**src/rtl/booth_pkg.sv**
```systemverilog
// Shared definitions for the Booth multiplier and its downstream accumulate stage.
package booth_pkg;
   localparam int PROD_W        = 8;
   localparam int DEF_ACC_W     = 16;
   localparam int DEF_FRAME_LEN = 4;

   typedef enum logic {
      ACCUM = 1'b0,
      DRAIN = 1'b1
   } state_t;
endpackage

```
**src/rtl/booth_sat_add.sv**
```systemverilog
// Saturating add of a sign-extended product into a signed accumulator (combinational).
module booth_sat_add
   import booth_pkg::*;
#(
   parameter int ACC_W = DEF_ACC_W
) (
   input  logic [ACC_W-1:0]  acc,
   input  logic [PROD_W-1:0] prod,
   output logic [ACC_W-1:0]  sum,
   output logic              ovf
);
   logic [ACC_W:0] wide;
   logic [ACC_W:0] prod_ext;

   assign prod_ext = {{(ACC_W+1-PROD_W){prod[PROD_W-1]}}, prod};
   assign wide     = {acc[ACC_W-1], acc} + prod_ext;

   // Overflow whenever the guard bit disagrees with the result's sign bit.
   assign ovf = wide[ACC_W] ^ wide[ACC_W-1];

   always_comb begin
      sum = wide[ACC_W-1:0];
      if (ovf) begin
         sum = wide[ACC_W] ? {1'b1, {(ACC_W-1){1'b0}}} : {1'b0, {(ACC_W-1){1'b1}}};
      end
   end
endmodule

```
**src/rtl/booth_prod_accum.sv**
```systemverilog
// Sums FRAME_LEN Booth products with saturation, then drains the sum LSB-first byte-wise.
//   state | meaning
//   ACCUM | accepting products into acc, counting toward FRAME_LEN
//   DRAIN | presenting acc bytes on byte_o, product input stalled
module booth_prod_accum
   import booth_pkg::*;
#(
   parameter int FRAME_LEN = DEF_FRAME_LEN,
   parameter int ACC_W     = DEF_ACC_W
) (
   input  logic              clk,
   input  logic              rst_n,
   input  logic              clear_i,
   input  logic [PROD_W-1:0] prod_i,
   input  logic              prod_valid_i,
   output logic              prod_ready_o,
   output logic [7:0]        byte_o,
   output logic              byte_valid_o,
   input  logic              byte_ready_i,
   output logic              sat_o,
   output logic              busy_o
);
   localparam int NBYTES = ACC_W / 8;
   localparam int IDX_W  = (NBYTES > 1) ? $clog2(NBYTES) : 1;

   state_t            state, state_nxt;
   logic [ACC_W-1:0]  acc, acc_nxt, acc_shr, sum;
   logic [7:0]        cnt, cnt_nxt;
   logic [IDX_W-1:0]  idx, idx_nxt, idx_inc;
   logic              sat_r, sat_nxt, ovf;
   logic [7:0]        byte_r, byte_nxt;

   booth_sat_add #(.ACC_W(ACC_W)) u_sat_add (
      .acc  (acc),
      .prod (prod_i),
      .sum  (sum),
      .ovf  (ovf)
   );

   // Next byte is pre-selected so byte_o is a clean register output.
   assign idx_inc = idx + 1'b1;
   assign acc_shr = acc >> {idx_inc, 3'b000};

   always_ff @(posedge clk or negedge rst_n) begin
      if (!rst_n) begin
         state  <= ACCUM;
         acc    <= '0;
         cnt    <= '0;
         idx    <= '0;
         sat_r  <= 1'b0;
         byte_r <= '0;
      end else begin
         state  <= state_nxt;
         acc    <= acc_nxt;
         cnt    <= cnt_nxt;
         idx    <= idx_nxt;
         sat_r  <= sat_nxt;
         byte_r <= byte_nxt;
      end
   end

   always_comb begin
      state_nxt = state;
      acc_nxt   = acc;
      cnt_nxt   = cnt;
      idx_nxt   = idx;
      sat_nxt   = sat_r;
      byte_nxt  = byte_r;
      if (clear_i) begin
         state_nxt = ACCUM;
         acc_nxt   = '0;
         cnt_nxt   = '0;
         idx_nxt   = '0;
         sat_nxt   = 1'b0;
         byte_nxt  = '0;
      end else begin
         case (state)
            ACCUM: begin
               if (prod_valid_i) begin
                  acc_nxt = sum;
                  sat_nxt = sat_r | ovf;
                  if (cnt == 8'(FRAME_LEN - 1)) begin
                     cnt_nxt   = '0;
                     idx_nxt   = '0;
                     byte_nxt  = sum[7:0];
                     state_nxt = DRAIN;
                  end else begin
                     cnt_nxt = cnt + 8'd1;
                  end
               end
            end
            DRAIN: begin
               if (byte_ready_i) begin
                  if (idx == IDX_W'(NBYTES - 1)) begin
                     acc_nxt   = '0;
                     sat_nxt   = 1'b0;
                     idx_nxt   = '0;
                     byte_nxt  = '0;
                     state_nxt = ACCUM;
                  end else begin
                     idx_nxt  = idx_inc;
                     byte_nxt = acc_shr[7:0];
                  end
               end
            end
            default: state_nxt = ACCUM;
         endcase
      end
   end

   assign prod_ready_o = (state == ACCUM);
   assign byte_valid_o = (state == DRAIN);
   assign byte_o       = byte_r;
   assign sat_o        = sat_r;
   assign busy_o       = (state == DRAIN) | (cnt != 8'd0);
endmodule

```
**config.mk**
```make
export PLATFORM = sky130hd
export DESIGN_NAME = booth_prod_accum
export DESIGN_NICKNAME = d
export VERILOG_FILES = /design/src/rtl/booth_pkg.sv /design/src/rtl/booth_sat_add.sv /design/src/rtl/booth_prod_accum.sv
export SDC_FILE = /design/constraint.sdc
export NUM_CORES = 1
export LEC_CHECK = 0
export BUFFER_PORTS_ARGS = -buffer_cell sky130_fd_sc_hd__buf_2
export CORE_MARGIN = 1
export CORE_UTILIZATION = 40
export DETAILED_ROUTE_END_ITERATION = 8
export GPL_TIMING_DRIVEN = 0
export PLACE_DENSITY_LB_ADDON = 0.2
export SLEW_MARGIN = 20
export SYNTH_ARGS = -nofsm -noshare
export SYNTH_HDL_FRONTEND = slang
export SYNTH_SLANG_ARGS = --single-unit
```
**constraint.sdc**
```tcl
create_clock -name clk -period 3.08 [get_ports clk]
set_input_delay 0.308 -clock clk [delete_from_list [all_inputs] [get_ports clk]]
set_output_delay 0.308 -clock clk [all_outputs]
set_load 0.02 [all_outputs]
```
# Word-level counts from Yosys, hierarchy flattened
# Index checks and enable logic that the tools add are counted.
totals:
  out_inout_bits: 12
  reg_bits: 35
  elab_cells: 59
  in_bits: 13
op_classes:
  eq_ne: 6
  n_reduce_logical: 5
  n_bitwise: 4
  add_sub_neg: 3
  shift: 1
  n_mux: 34
ops:
  columns: ["op", "n"]
  rows:
  - ["16-bit 2-to-1 mux", 6]
  - ["8-bit 2-to-1 mux", 9]
  - ["16-bit case mux with 2 select lines", 1]
  - ["16-bit by 8-bit adder with 17-bit output", 1]
  - ["8-bit case mux with 2 select lines", 1]
  - ["16-bit by 4-bit >> shifter with 8-bit output", 1]
  - ["1-bit 2-to-1 mux", 14]
  - ["8-bit by 1-bit adder with 8-bit output (second input constant)", 1]
  - ["8-bit by 2-bit equality test with 1-bit output (second input constant)", 1]
  - ["8-bit nonzero test", 1]
  - ["3-bit by 2-bit != test with 1-bit output (second input constant)", 2]
  - ["3-bit != test (second input constant)", 2]
  - ["1-bit case mux with 2 select lines", 3]
  - ["3-bit AND reduction", 2]
  - ["2-bit != test (second input constant)", 1]
  - ["1-bit bitwise OR", 2]
  - ["2-bit AND reduction", 1]
  - ["2-bit nonzero test", 1]
  - ["1-bit adder (second input constant)", 1]
  - ["1-bit NOT", 1]
  - ["1-bit bitwise XOR", 1]

# Longest topological paths before layout
# Gate-level depths: netlist of run 1.
depth:
  word_depth: 7
  ltp_mapped: 10
  depth_no_buf: 9

# Modules after synthesis
# From an unflattened synthesis of run 1, not the netlist that was laid out.
hier_totals:
  cells_unflattened: 295
  area_unflattened_um2: 2787.7
by_module_without_submodules:
  columns: ["module", "n_inst", "area_per_inst_um2", "cells_per_inst"]
  rows:
  - ["booth_prod_accum", 1, 1746.7, 169]
  - ["booth_sat_add", 1, 1041.0, 126]

# Worst setup path after synthesis of run 1
# OpenSTA, ideal clock, no wires.
synth_path:
  path_type: "reg2reg"
  start: "register acc[0]"
  end: "register acc[14]"
  setup_time_ns: 0.126
  arrival_ns: 2.398
  slack_ns: 0.556
  n_path_buf: 0
  stages_incl_launch_ff: 10
  path_cell_list: "dfrtp_1 > ha_1 > fa_1 > a211oi_2 > o211ai_2 > a31o_1 > o31a_1 > o41ai_2 > xnor2_1 > a221o_1"
synth_via:
  elab_chain_len: 6
  word_cells_on_any_way: 7
synth_lines:
  columns: ["element", "line_no", "source"]
  rows:
  - ["start, declared", "booth_prod_accum.sv:27", "logic [ACC_W-1:0] acc, acc_nxt, acc_shr, sum;"]
  - ["start signal, assigned", "booth_prod_accum.sv:54", "acc <= acc_nxt;"]
  - ["16-bit by 8-bit adder with 17-bit output (*)", "booth_sat_add.sv:16", "assign wide = {acc[ACC_W-1], acc} + prod_ext;"]
  - ["16-bit 2-to-1 mux / 1-bit bitwise XOR (equally long branches)", "booth_sat_add.sv:24, booth_sat_add.sv:19", null]
  - ["16-bit 2-to-1 mux (*)", "booth_sat_add.sv:23", "if (ovf) begin"]
  - ["16-bit 2-to-1 mux (*)", "booth_prod_accum.sv:79", "if (prod_valid_i) begin"]
  - ["16-bit case mux with 2 select lines (*)", "booth_prod_accum.sv:77", "case (state)"]
  - ["16-bit 2-to-1 mux (*)", "booth_prod_accum.sv:69", "if (clear_i) begin"]
# Mark *: on every way between the ends. The rest lies on a longest branch, timed or not. The select of a mux whose other input is x is not followed.
# A chain may end at the register's enable or synchronous reset.

# Final worst setup path of run 1
# Ends and elaborated chain as after synthesis.

==> results of run 1 <==
path summary, 6_finish.rpt:
check                             start   endpoint  slack, ps  cells after the start
max in group asynchronous         rst_n  byte_o[1]       2490                      1
setup / recovery                 acc[0]    acc[14]        270                      9
hold reg to reg                   sat_o      sat_o        490                      2
hold / removal                    rst_n    acc[13]        100                      1
setup reg to reg                 acc[0]    acc[14]        270                      9
min in group clk           prod_valid_i     cnt[0]        330                      3
state kept, by name (all words and copies together) (netlist names):
register	flops
byte_o	8
idx	1
byte_valid_o	1
cnt	8
acc	16
sat_o	1
power by group:
part	internal, W	switching [W]
Combinational	0.000474	0.000695
Clock	0.000175	0.000161
Sequential	0.000587	0.000108
Total	0.00124	0.000964
stage by stage:
step | util | std cells | power, W | hold slack [ps] | worst slack, ps
6_report | 0.475 | 343 | 0.00220 | 97.8 | 269
5_1_grt | 0.475 | 343 | 0.00238 | 158 | 143
4_1_cts | 0.475 | 343 | 0.00221 | 128 | 246
3_5_place_dp | 0.460 | 336 | 0.00187 | 435 | 222
3_3_place_gp | 0.458 | 335 | 0.00185 | 440 | 239
2_1_floorplan | - | 240 | 0.00157 | 12.4 | 556
kinds of logic after synthesis:
family	count (synthesis)	synth area share
adders and majority gates	19	0.105
buffers and inverters	10	0.0197
xor gates and xnor gates	18	0.0672
AOI/OAI and AO/OA	93	0.280
DFF	35	0.373
and+or+nand+nor	65	0.155
layer usage:
metal | global-route usage | wire length, um | vias up | share of wire
met5 | 0 | 0 | - | 0
met4 | 0.0611 | 104 | 0 | 0.019
met3 | 0.0221 | 100 | 9 | 0.018
met2 | 0.317 | 2590 | 26 | 0.47
met1 | 0.264 | 2720 | 962 | 0.49
li1 | - | - | 971 | -
placed cells by master, fill, tap and decap left out, types with 5 or more instances in the layout:
cell type,n
nand2_1,20
inv_1,5
nand2b_1,5
o21ai_0,23
dfrtp_1,35
a221o_1,6
ha_1,18
xnor2_1,10
nand4_1,5
xor2_1,8
a21oi_1,24
buf_2,25
a22oi_1,8
nor2_1,12
nand3_1,5
clkbuf_8,6
worst reg2reg max path, stage by stage, from the launching register on:
cell      delay [ps]
dfrtp_1          390
ha_1             240
fa_1             450
a211oi_2         280
o211ai_2         140
a31o_1           250
o31a_1           280
o41ai_2          270
xnor2_1          110
a221o_1          290
area by class of cell:
| type | instances | area, um2 |
|---|---|---|
| Inverter | 5 | 18.8 |
| Sequential cell | 35 | 876 |
| Buffer | 5 | 27.5 |
| Fill cell | 526 | 2920 |
| Timing Repair Buffer | 24 | 120 |
| Clock buffer | 6 | 82.6 |
| Multi-Input combinational cell | 195 | 1430 |
| Tap cell | 72 | 90.1 |
| Clock inverter | 1 | 5.00 |
==> impl_metrics.ini, run 1 <==
[status]
status = complete, no violations

[setup_path]
cp-end-kind = flop
worstPathRequired_ps = 3250
worst_path_largest_cell_delay_ps = 440
cp_top_family = compound AO/OA/AOI/OAI gates
crit_fanout = 3
cp_cell_sequence = ha_1, fa_1, a211oi_2, o211ai_2, a31o_1, o31a_1, o41ai_2, xnor2_1, a221o_1
criticalPathCategory = flop to flop
path_buf_inv = 0
critical-path-slowest-cell = fa_1
crit_path_start_kind = flop
critPathArrivalTime_ps = 2980

[logic_synthesis]
avgSynthCellArea_um2 = 9.78
synthCells = 240
synth_most_common_cell = dfrtp_1
synth_top_cell_area_share = 0.373
synth_edf_count = 0
syn_nets = 272
ys_warn_count = 0
synth_commonest_cells = dfrtp_1 (35), a21oi_1 (24), o21ai_0 (23), nand2_1 (20), ha_1 (18)
syn_area_um2 = 2350
synth_area_leader_cell = dfrtp_1
synth_top_flop_cell = dfrtp_1
ys_seq_area_frac = 0.373
synth.area.top_cells = dfrtp_1 (37%), ha_1 (9.6%), a21oi_1 (5.1%)
ys_ff_latch = 35
synthArstFlopShare = 1.00
yosysUniqueCellTypes = 52

[floorplan]
io_pins = 25
die-area_um2 = 6180
rows = 27
core_region_area_um2 = 5570
start_util = 0.421
die_y_um = 78.6
die_w_um = 78.6

[global_route]
grt_max_degree = 36
grt_pass1_vias = 1943
antenna_found_initial = 0
overflow = 0
track_usage = 0.194
grt_pass1_wl_um = 9380

[timing]
grt_setup_unrepaired = no
period_share = 0.913
fmax_mhz = 356
maxSlewViolCount = 0
slew_headroom = 0.480
fin_skew_ps = 3.29
fin_tns_setup_ps = 0
finalSetupViolations = 0
worst_pin_slew_ps = 780
period_minus_slack_ps = 2810
timing.final.hold_violations = 0

[clocking]
cts_tree = done
clock_latency_ps = 280
root_buffer = clkbuf_8
clock_sinks = 35
postCtsSetupBuffers = 0
cts_buffer_depth = 2
cts_made_buffers = 5
cts_resized = 0
htreeDepth = 2
cts_hold_buf = 0
clk_pin_slew_ps = 70

[final_layout]
syn_to_final_growth_pct = 13.0
drive_gt1_frac = 0.185
final_cell_area_um2 = 2650
antenna_cells = 0
nNetsFinal = 303

[power_and_ir_drop]
power_density_nw_per_um2 = 830
p_leak_nw = 1.21
vdd.ir_drop.worst_mv = 0.418

[route]
antenna_left = 0
drc = 0
drt_iter0_markers = 93
dr.pass1.iters = 4
vias = 1968
via_per_inst = 5.74
wl_um = 5520
wl_per_cell_um = 16.1

[placed_design]
dpl_cell_area_um2 = 2560
dp_hpwl_um = 4180
place_congestion = 0.772
portBuffers = 23

[job]
cap_violations = 0

[hold_path]
holdCritPathClass = input pin to async pin
No activity file was read; power rests on OpenSTA's default activity.
==> run 2, diff against run 1 <==
- SYNTH_HIERARCHICAL: unset -> 1
==> impl_metrics.ini, run 2 <==
[route]
wl_per_cell_um = 15.9
antenna_left = 0
vias = 2249
wl_um = 6520
drc = 0
dr.pass1.iters = 4
via_per_inst = 5.49
drt_iter0_markers = 105

[logic_synthesis]
synth_edf_count = 0
synth_most_common_cell = nand2_1
synth_top_flop_cell = dfrtp_1
syn_nets = 328
ys_warn_count = 6
ys_seq_area_frac = 0.314
synth_top_cell_area_share = 0.314
synthCells = 295
ys_ff_latch = 35
avgSynthCellArea_um2 = 9.45
synth_area_leader_cell = dfrtp_1
synth_commonest_cells = nand2_1 (48), dfrtp_1 (35), o21ai_0 (22), ha_1 (19), nor2_1 (18)
synth.area.top_cells = dfrtp_1 (31%), ha_1 (8.5%), nand2_1 (6.5%)
syn_area_um2 = 2790
synthArstFlopShare = 1.00
yosysUniqueCellTypes = 62

[final_layout]
n_fill_cell = 667
regMostFlops = acc
drive_gt1_frac = 0.236
syn_to_final_growth_pct = 14.3
largest_register_ff_count = 16
antenna_cells = 0
multi_input_area_um2 = 1790
nNetsFinal = 362
final_common_cell = nand2_1
final_cell_mix = nand2_1 (48), dfrtp_1 (35), buf_2 (28)
regArea_um2 = 876
stdcell_count = 410

[clocking]
cts_made_buffers = 5
root_buffer = clkbuf_8
clock_latency_ps = 290
clock_sinks = 35
cts_buffer_depth = 2
clk_pin_slew_ps = 80
htreeDepth = 2
cts_hold_buf = 0
cts_tree = done

[floorplan]
die_y_um = 85.5
core_region_area_um2 = 6760
die-area_um2 = 7310
die_w_um = 85.5
io_pins = 25
rows = 30
start_util = 0.413

[timing]
slew_headroom = 0.462
fmax_mhz = 342
timing.final.hold_violations = 0
worst_pin_slew_ps = 807
grt_setup_unrepaired = no
period_share = 0.950
finalSetupViolations = 0
setup_ws_ps = 154
whs_ps = 96.5
fin_skew_ps = 5.55
period_minus_slack_ps = 2930
fin_tns_setup_ps = 0
maxSlewViolCount = 0

[setup_path]
criticalPathCategory = flop to flop
crit_path_start_kind = flop
crit_fanout = 8
cp-end-kind = flop
critPathArrivalTime_ps = 3090
worstPathRequired_ps = 3240
worstRegToRegCells = 14

[global_route]
track_usage = 0.187
grt_max_degree = 36
grt_pass1_vias = 2109
overflow = 0
grt_pass1_wl_um = 10600
antenna_found_initial = 0

[placed_design]
dp_hpwl_um = 4890
pre_cts_ws_ps = 8.25
dp.cells = 399
place_congestion = 0.780
portBuffers = 24

[hold_path]
holdCritPathClass = input pin to async pin

[power_and_ir_drop]
p_leak_nw = 1.41
power_density_nw_per_um2 = 879
vdd.ir_drop.worst_mv = 0.417

[job]
cap_violations = 0

[status]
status = complete, no violations
[run 2: what timing repair did]
| item | 4_1_cts | 5_1_grt |
|---|---|---|
| setup buffers | 0 | 3 |
| setup endpoints to repair | 0 | 8 |
| gates resized for setup | 0 | 2 |
[run 2: routing by layer]
metal,up-vias,track usage,part of all wire
met5,-,0,0
met4,0,0.0364,0.0058
met2,33,0.304,0.48
li1,1129,-,-
met3,5,0.0292,0.030
met1,1082,0.264,0.48
[run 2: worst max-delay path, stage by stage (launching register included)]
cell	delay, ps
dfrtp_1	390
ha_1	240
fa_2	350
a21o_2	250
a221oi_4	310
o21ai_2	130
nand2b_2	100
a41oi_4	170
buf_6	190
buf_12	130
xnor2_1	130
a21oi_1	150
nor2_1	50
a21oi_1	130
nor2_1	50
[run 2: final timing paths]
path                         startpoint           end  slack (ps)
min in group clk           prod_valid_i  byte_valid_o         330
min                               rst_n        acc[1]         100
max reg2reg                      acc[0]         sat_o         150
max                              acc[0]         sat_o         150
max in group asynchronous         rst_n  byte_valid_o        2460
min reg2reg                   byte_o[6]     byte_o[6]         500
[run 2: cell families (layout without fill, tap and decap cells)]
| kind of cell | count (synthesis) | count (layout) | share of synthesized area |
|---|---|---|---|
| fa+ha+maj | 35 | 35 | 0.146 |
| flops | 35 | 35 | 0.314 |
| xor+xnor | 16 | 16 | 0.0530 |
| compound gates | 87 | 87 | 0.266 |
| buf+inv | 23 | 58 | 0.0476 |
| mux | 2 | 2 | 0.00763 |
| simple gates | 97 | 97 | 0.166 |
[run 2: layout make-up]
| class | count | area share |
|---|---|---|
| multi-input combinational | 237 | 0.561 |
| sequential | 35 | 0.275 |
| timing repair buffer | 27 | 0.0487 |
| tap | 80 | 0.0314 |
| buffer | 14 | 0.0310 |
| clock buffer | 5 | 0.0216 |
| clock inverter | 3 | 0.0212 |
| inverter | 9 | 0.0106 |
[run 2: power by group]
part,total [W],switching (W),leakage [nW],internal [W]
combinational,0.00163,0.000894,0.879,0.000739
clock,0.000506,0.000183,0.0644,0.000323
sequential,0.000661,0.000101,0.468,0.000560
[run 2: metrics by stage]
stage | total power (W) | area, um2 | utilization
floorplan | 0.00188 | 2790 | -
global placement | 0.00220 | 3010 | 0.445
detailed placement | 0.00223 | 3010 | 0.445
CTS | 0.00274 | 3140 | 0.465
global route | 0.00303 | 3190 | 0.472
finish | 0.00280 | 3190 | 0.472
==> run 3, diff against run 2 <==
- MAX_ROUTING_LAYER: unset -> met4
==> impl_metrics.ini, run 3 (synthesized netlist as in run 2, its figures left out) <==
[clocking]
root_buffer = clkbuf_8
clk_pin_slew_ps = 80
clock_latency_ps = 290
cts_made_buffers = 5
cts_buffer_depth = 2
htreeDepth = 2
clock_sinks = 35
cts_tree = done

[final_layout]
final_core_util = 0.472
final_cell_mix = nand2_1 (48), dfrtp_1 (35), buf_2 (28)
syn_to_final_growth_pct = 14.3
largest_register_ff_count = 16
antenna_cells = 0
final_cell_area_um2 = 3190
regMostFlops = acc
drive_gt1_frac = 0.236
nNetsFinal = 362
final_common_cell = nand2_1
stdcell_count = 410

[timing]
period_share = 0.951
fmax_mhz = 341
worst_pin_slew_ps = 812
fin_tns_setup_ps = 0
maxSlewViolCount = 0
timing.final.hold_violations = 0
slew_headroom = 0.458
fin_skew_ps = 8.12
finalSetupViolations = 0
whs_ps = 97.4
grt_setup_unrepaired = no
period_minus_slack_ps = 2930

[global_route]
grt_max_degree = 36
overflow = 0
antenna_found_initial = 0
grt_pass1_vias = 2113
grt_pass1_wl_um = 10600
track_usage = 0.192

[route]
vias = 2240
wl_per_cell_um = 15.9
wl_met3_um = 144
met1Wirelength_um = 3140
wl_um = 6500
dr.max_layer_used = met4
met2_length_um = 3170
drt_iter0_markers = 112
antenna_left = 0
via_per_inst = 5.46
drc = 0
dr.pass1.iters = 4

[power_and_ir_drop]
power_density_nw_per_um2 = 878
clockPowerShare = 0.180
switching_share = 0.420
p_int_w = 0.00162
switchingPower_w = 0.00118
p_comb_frac = 0.584
p_leak_nw = 1.41
p_seq_frac = 0.236
vdd.ir_drop.worst_mv = 0.413

[floorplan]
rows = 30
die_w_um = 85.5
die-area_um2 = 7310
core_region_area_um2 = 6760
die_y_um = 85.5
start_util = 0.413
io_pins = 25

[placed_design]
portBuffers = 24
dp.cells = 399
dp_hpwl_um = 4890
dpl_cell_area_um2 = 3010
place_congestion = 0.791

[setup_path]
r2r_slack_ps = 150
worstPathRequired_ps = 3240
r2r-start = acc[0]
worstRegToRegCells = 14
cp-end-kind = flop
crit_path_start_kind = flop
critPathArrivalTime_ps = 3090
cp_top_family = compound AO/OA/AOI/OAI gates
r2r_end = sat_o
path_buf_inv = 2
critical-path-slowest-cell = dfrtp_1
criticalPathCategory = flop to flop
worst_path_largest_cell_delay_ps = 390
cp_cell_sequence = ha_1, fa_2, a21o_2, a221oi_4, o21ai_2, nand2b_2, a41oi_4, buf_6, buf_12, xnor2_1, a21oi_1, nor2_1, a21oi_1, nor2_1
crit_fanout = 8
crit_path_start = acc[0]

[hold_path]
holdCritPathClass = input pin to async pin

[status]
status = complete, no violations

[job]
cap_violations = 0
## run 3: stage by stage
| stage | power [W] | setup WS [ps] |
|---|---|---|
| after floorplan | 0.00188 | 262 |
| after global placement | 0.00220 | 11.6 |
| after detailed placement | 0.00223 | 8.25 |
| after CTS | 0.00274 | 2.33 |
| after global routing | 0.00302 | 28.5 |
| final | 0.00280 | 151 |
## run 3: power groups by stage
stage | Clock (W) | Sequential [W] | Combinational [W]
after floorplan | 0 | 0.000640 | 0.00124
after global placement | 0 | 0.000666 | 0.00153
after detailed placement | 0 | 0.000671 | 0.00156
after CTS | 0.000515 | 0.000661 | 0.00156
after global routing | 0.000538 | 0.000673 | 0.00181
final | 0.000504 | 0.000661 | 0.00163
## run 3: final cells by class
class	count	area [um2]
Clock inverter	3	67.6
Inverter	9	33.8
Sequential cell	35	876
Buffer	14	98.8
Fill cell	667	3570
Multi-Input combinational cell	237	1790
Timing Repair Buffer	27	155
Tap cell	80	100
Clock buffer	5	68.8
## run 3: worst max path at each step
stage                      endpoint  slack (ps)  depth (start not counted)
after detailed placement  byte_o[0]           8                         12
after CTS                 byte_o[0]           2                         11
after global routing        acc[12]          30                         12
after floorplan           byte_o[0]         260                         11
after global placement    byte_o[0]          10                         12
final                         sat_o         150                         14
## run 3: layer usage
metal  up-vias  global-route usage
met1      1077               0.263
met5         -                   -
li1       1133                   -
met4         0              0.0364
met3         5              0.0292
met2        25               0.305
## run 3: what timing repair did
| action | 4_1_cts | 5_1_grt |
|---|---|---|
| hold buffers | 0 | 0 |
| endpoints found under the hold margin | 0 | 0 |
| gates resized for setup | 0 | 2 |
| buffers inserted | 0 | 3 |
| endpoints found under the setup margin | 0 | 9 |
